`config.mk`:
```
export PLATFORM = sky130hd
export DESIGN_NAME = fsm_control_param
export DESIGN_NICKNAME = d
export VERILOG_FILES = /design/src/rtl/fsm_control_param.sv
export SDC_FILE = /design/constraint.sdc
export NUM_CORES = 1
export LEC_CHECK = 0
export CORE_MARGIN = 2
export CORE_UTILIZATION = 42
export CTS_BUF_LIST = sky130_fd_sc_hd__clkbuf_8 sky130_fd_sc_hd__clkbuf_16
export CTS_CLUSTER_SIZE = 10
export DETAILED_ROUTE_END_ITERATION = 12
export GPL_TIMING_DRIVEN = 0
export PLACE_DENSITY = 0.9
export SETUP_SLACK_MARGIN = 0.02
export SLEW_MARGIN = 10
export SYNTH_ARGS = -nofsm -noshare
export SYNTH_HDL_FRONTEND = slang
export SYNTH_SLANG_ARGS = --single-unit
```
`constraint.sdc`:
```
create_clock -name clk -period 2.8 [get_ports clk]
set_input_delay 0.56 -clock clk [delete_from_list [all_inputs] [get_ports clk]]
set_output_delay 0.56 -clock clk [all_outputs]
set_load 0.01 [all_outputs]
```
`src/rtl/fsm_control_param.sv`:
```
// fsm_control_param
// Supervisory state machine for a bank of NUM_FIFOS FIFOs. Captures per-FIFO
// almost-full/almost-empty thresholds while in INIT, tracks bank activity with
// a debounced return to IDLE, and latches which FIFOs raised an error.
module fsm_control_param #(
  parameter int NUM_FIFOS   = 5,
  parameter int TH_W        = 4,
  parameter int TH_DEFAULT  = 1,
  parameter int IDLE_CYCLES = 2
) (
  input  logic                      clk,
  input  logic                      reset,
  input  logic                      init,
  input  logic [NUM_FIFOS*TH_W-1:0] umbral_in,
  input  logic [NUM_FIFOS-1:0]      FIFO_error,
  input  logic [NUM_FIFOS-1:0]      FIFO_empty,
  output logic [NUM_FIFOS*TH_W-1:0] umbrales_out,
  output logic                      active,
  output logic                      idle,
  output logic                      error,
  output logic [NUM_FIFOS-1:0]      error_src,
  output logic [2:0]                state
);

  localparam logic [2:0] S_RESET  = 3'd0;
  localparam logic [2:0] S_INIT   = 3'd1;
  localparam logic [2:0] S_IDLE   = 3'd2;
  localparam logic [2:0] S_ACTIVE = 3'd3;
  localparam logic [2:0] S_ERROR  = 3'd4;

  // Counter only has to reach IDLE_CYCLES, so it never needs to wrap.
  localparam int CNT_W = $clog2(IDLE_CYCLES + 1);
  localparam logic [CNT_W-1:0] CNT_LAST = CNT_W'(IDLE_CYCLES);
  localparam logic [TH_W-1:0]  TH_DEF   = TH_W'(TH_DEFAULT);

  logic [2:0]                state_q, state_d;
  logic [NUM_FIFOS*TH_W-1:0] umbrales_q, umbrales_d;
  logic [NUM_FIFOS-1:0]      error_src_q, error_src_d;
  logic [CNT_W-1:0]          cnt_q, cnt_d;

  logic [NUM_FIFOS*TH_W-1:0] umbral_subst;
  logic [CNT_W-1:0]          cnt_inc;
  logic                      any_error;
  logic                      all_empty;

  assign any_error = |FIFO_error;
  assign all_empty = &FIFO_empty;
  assign cnt_inc   = cnt_q + CNT_W'(1);

  // Zero-valued threshold fields are replaced with the default value.
  generate
    for (genvar gi = 0; gi < NUM_FIFOS; gi++) begin : g_subst
      assign umbral_subst[gi*TH_W +: TH_W] =
        (umbral_in[gi*TH_W +: TH_W] == '0) ? TH_DEF : umbral_in[gi*TH_W +: TH_W];
    end
  endgenerate

  // Next-state, threshold, error-source and debounce-counter logic.
  always_comb begin
    state_d     = state_q;
    umbrales_d  = umbrales_q;
    error_src_d = error_src_q;
    cnt_d       = cnt_q;

    case (state_q)
      S_RESET: begin
        state_d = S_INIT;
      end

      S_INIT: begin
        umbrales_d = umbral_in;
        if (any_error) begin
          state_d     = S_ERROR;
          error_src_d = error_src_q | FIFO_error;
        end else if (!init) begin
          state_d    = S_IDLE;
          umbrales_d = umbral_subst;
        end
      end

      S_IDLE: begin
        if (any_error) begin
          state_d     = S_ERROR;
          error_src_d = error_src_q | FIFO_error;
        end else if (init) begin
          state_d = S_INIT;
        end else if (!all_empty) begin
          state_d = S_ACTIVE;
          cnt_d   = '0;
        end
      end

      S_ACTIVE: begin
        if (any_error) begin
          state_d     = S_ERROR;
          error_src_d = error_src_q | FIFO_error;
          cnt_d       = '0;
        end else if (init) begin
          state_d = S_INIT;
          cnt_d   = '0;
        end else if (all_empty) begin
          if (cnt_inc == CNT_LAST) begin
            state_d = S_IDLE;
            cnt_d   = '0;
          end else begin
            cnt_d = cnt_inc;
          end
        end else begin
          cnt_d = '0;
        end
      end

      S_ERROR: begin
        // Sticky: accumulate every error source seen until reset.
        error_src_d = error_src_q | FIFO_error;
      end

      default: begin
        state_d = S_RESET;
      end
    endcase
  end

  // State and datapath registers with asynchronous active-low clear.
  always_ff @(posedge clk or negedge reset) begin
    if (!reset) begin
      state_q     <= S_RESET;
      umbrales_q  <= '0;
      error_src_q <= '0;
      cnt_q       <= '0;
    end else begin
      state_q     <= state_d;
      umbrales_q  <= umbrales_d;
      error_src_q <= error_src_d;
      cnt_q       <= cnt_d;
    end
  end

  assign umbrales_out = umbrales_q;
  assign error_src    = error_src_q;
  assign state        = state_q;
  assign active       = (state_q == S_ACTIVE);
  assign idle         = (state_q == S_IDLE);
  assign error        = (state_q == S_ERROR);

endmodule
```
==> impl_results.md <==
- I/O pin count: 64
- Mapped Cells: 101
- Compound-gate portion of the synthesized area: 11.0%
- Final Max Tran Viols: 0
- Synth cell types: 30
- Status: finished, final reports clean
- Ys async rst share: 100%
- Final #Nets: 204
- EDFF count, synth: 0
- RSZ-0062 raised after global routing: false
- Vias in the first global route: 1162
- Slew HR: 55.8%
- Antenna-violating nets left: 0
- Worst vdd ir: 0.000595 V
- Synth Area in Adders: 0%
- Tcrit/Tclk final: 83.7%
- CTS H-tree lvls: 2
- Maximum clock frequency: 427 MHz
- Cts bufs inserted: 5
- Setup crit end kind: output port
- Post-cts resize count: 0
- Setup CP Type: flip-flop to output port
- Leakage power: 0.811 nW
- Worst EP arrival: 1780 ps
- # port buffers: 63
- Post-layout util: 68.5%
- Vias: 1074
- Seq/Total Area, Yosys: 58.2%
- Fin. Hold Viols: 0
- First-pass GRT wire length: 5230 um
- Mapped cell area: 1290 um2
- Ant diodes: 0
- Hold Path Class: input pin to asynchronous set/reset pin
- Top cells by area, synth: dfrtp_1, mux2_2, a21oi_1
- Synth Register Bits: 30
- Vias per std cell: 5.29
- Yosys top cell area share: 58.2%
- Most numerous cell in the Yosys netlist: dfrtp_1
- Post-synth top cells: dfrtp_1, mux2_2, a21oi_1, nor2_1, nor3_1
- Setup violators final: 0
- Layout cells sized above 1: 18.8%
- Clock-pin slew on the worst setup and hold paths: 60 ps
- Max Cap Viol: 0
- Skew final: 5.78 ps
- Clk sinks: 30
- Min Clock Period, post-route: 2340 ps
- # hold bufs at CTS: 0
- Die height: 59.4 um
- Final WS setup: 457 ps
- Largest family of logic cells by synthesized area: simple AND/OR/NAND/NOR gates
- Multiplexer area fraction after synthesis: 13.1%
- Type of origin of the critical path: flip-flop
- Postcts setup bufs: 0
- Die W: 59.4 um
- Largest net degree at the start of global routing: 31
- Max FO, Critical Path: 8
- Routability cong.: 0.685
- Layout fillers: 214
- Aggregate negative setup slack: 0 ps
- Simple-gate portion of the synthesized area: 15.0%
- DRT Wirelength: 3240 um
- Core area: 2980 um2
- Total gr overflow: 0
- Starting Density: 43.3%
- HPWL Detailed: 2510 um
- Multi-input logic area: 513 um2
- Full die area: 3530 um2
- Worst-Skew Late Latency: 270 ps
- CP Data Required Time: 2240 ps
- Register Area: 751 um2
- Synth-to-Final Area Change: 58.1%
- Post-Syn Nets: 134
- Worst-margin pin slew: 662 ps
- GR Util All Layers: 20.3%
- Pwr dens: 932 nW/um2
- Warnings, synthesis: 0
- Post-DR wirelength/cell: 16.0 um
- Max Root-Sink Buffers: 2
- Detailed Routing Iterations Pass 1: 4
- Root Buffer Master: clkbuf_8
- CTS tree: yes
- Initial DRC count: 9
- Post-synthesis xor/xnor area fraction: 0.679%
- Dominant synthesized flop cell: dfrtp_1
- Post-synth top area cell: dfrtp_1
- Site Rows: 20
- Mean Syn Cell Area: 12.8 um2
- Initial antenna violation count: 0
- Worst slack, placed: 455 ps
- # DRC: 0
[worst paths after layout]
kind	from	endpoint	slack [ps]	cells past startpoint
setup / recovery	state[0]	error	460	3
hold / removal	reset	umbrales_out[7]	310	1
setup reg to reg	state[2]	umbrales_out[9]	960	4
hold reg to reg	error_src[0]	error_src[0]	460	1
max in group asynchronous	reset	umbrales_out[11]	2050	1
min in group clk	error_src[0]	error_src[0]	460	1
[power breakdown]
part	total [mW]	switching (mW)	internal, mW
registers	0.692	0.0952	0.597
clock network	0.331	0.143	0.189
logic	0.877	0.352	0.525
[sequential cells by signal (all words and copies together) (netlist names)]
register and count:
umbrales_out 20, error_src 5, state 3, cnt_q 2
[layout by cell type (no fill, tap or decap), types with 2 or more instances in the layout]
cell type and instances:
a211o_1 2, clkdlybuf4s50_1 62, nand3_1 2, nor3_1 6, o32ai_1 2, a21o_1 4, nand2b_1 2, buf_2 2
nor2_1 7, mux2_2 15, a21oi_1 11, dfrtp_1 30, clkbuf_8 7
[cells by family (layout without fill, tap and decap cells)]
kind of cell           after synthesis  count (layout)
flip-flops                          30              30
multiplexers                        15              15
AND/OR/NAND/NOR                     29              29
XOR/XNOR                             1               1
AO/OA/AOI/OAI                       22              22
buffers and inverters                4              73
[cell type report]
| type | count | share of cell area, % |
|---|---|---|
| well taps | 33 | 2.02 |
| flip-flops and latches | 30 | 36.8 |
| plain buffers | 3 | 1.10 |
| inverters | 1 | 0.184 |
| multi-input cells | 67 | 25.2 |
| clock buffers | 6 | 4.05 |
| repair buffers | 63 | 30.7 |
[critical path, stage by stage (launching register included)]
cell and delay [ps]:
dfrtp_1 450, nor2_1 300, and2_1 210, clkdlybuf4s50_1 550
[routing by layer]
| layer | track usage, % | wire length [um] | vias to the layer above |
|---|---|---|---|
| met5 | 0 | 0 | - |
| met4 | 9.42 | 56 | 0 |
| met3 | 8.95 | 337 | 7 |
| met2 | 33.9 | 1690 | 47 |
| met1 | 21.8 | 1170 | 516 |
| li1 | - | - | 504 |
[through the flow]
step	instances	cell area, um2	hold slack [ps]	total power, mW
after global routing	203	2040	364	2.01
after floorplan	101	1290	264	1.10
after detailed placement	197	1960	452	1.58
after CTS	203	2040	336	1.92
after global placement	197	1960	440	1.54
final	203	2040	313	1.90
(Power assumes the default switching activity.)
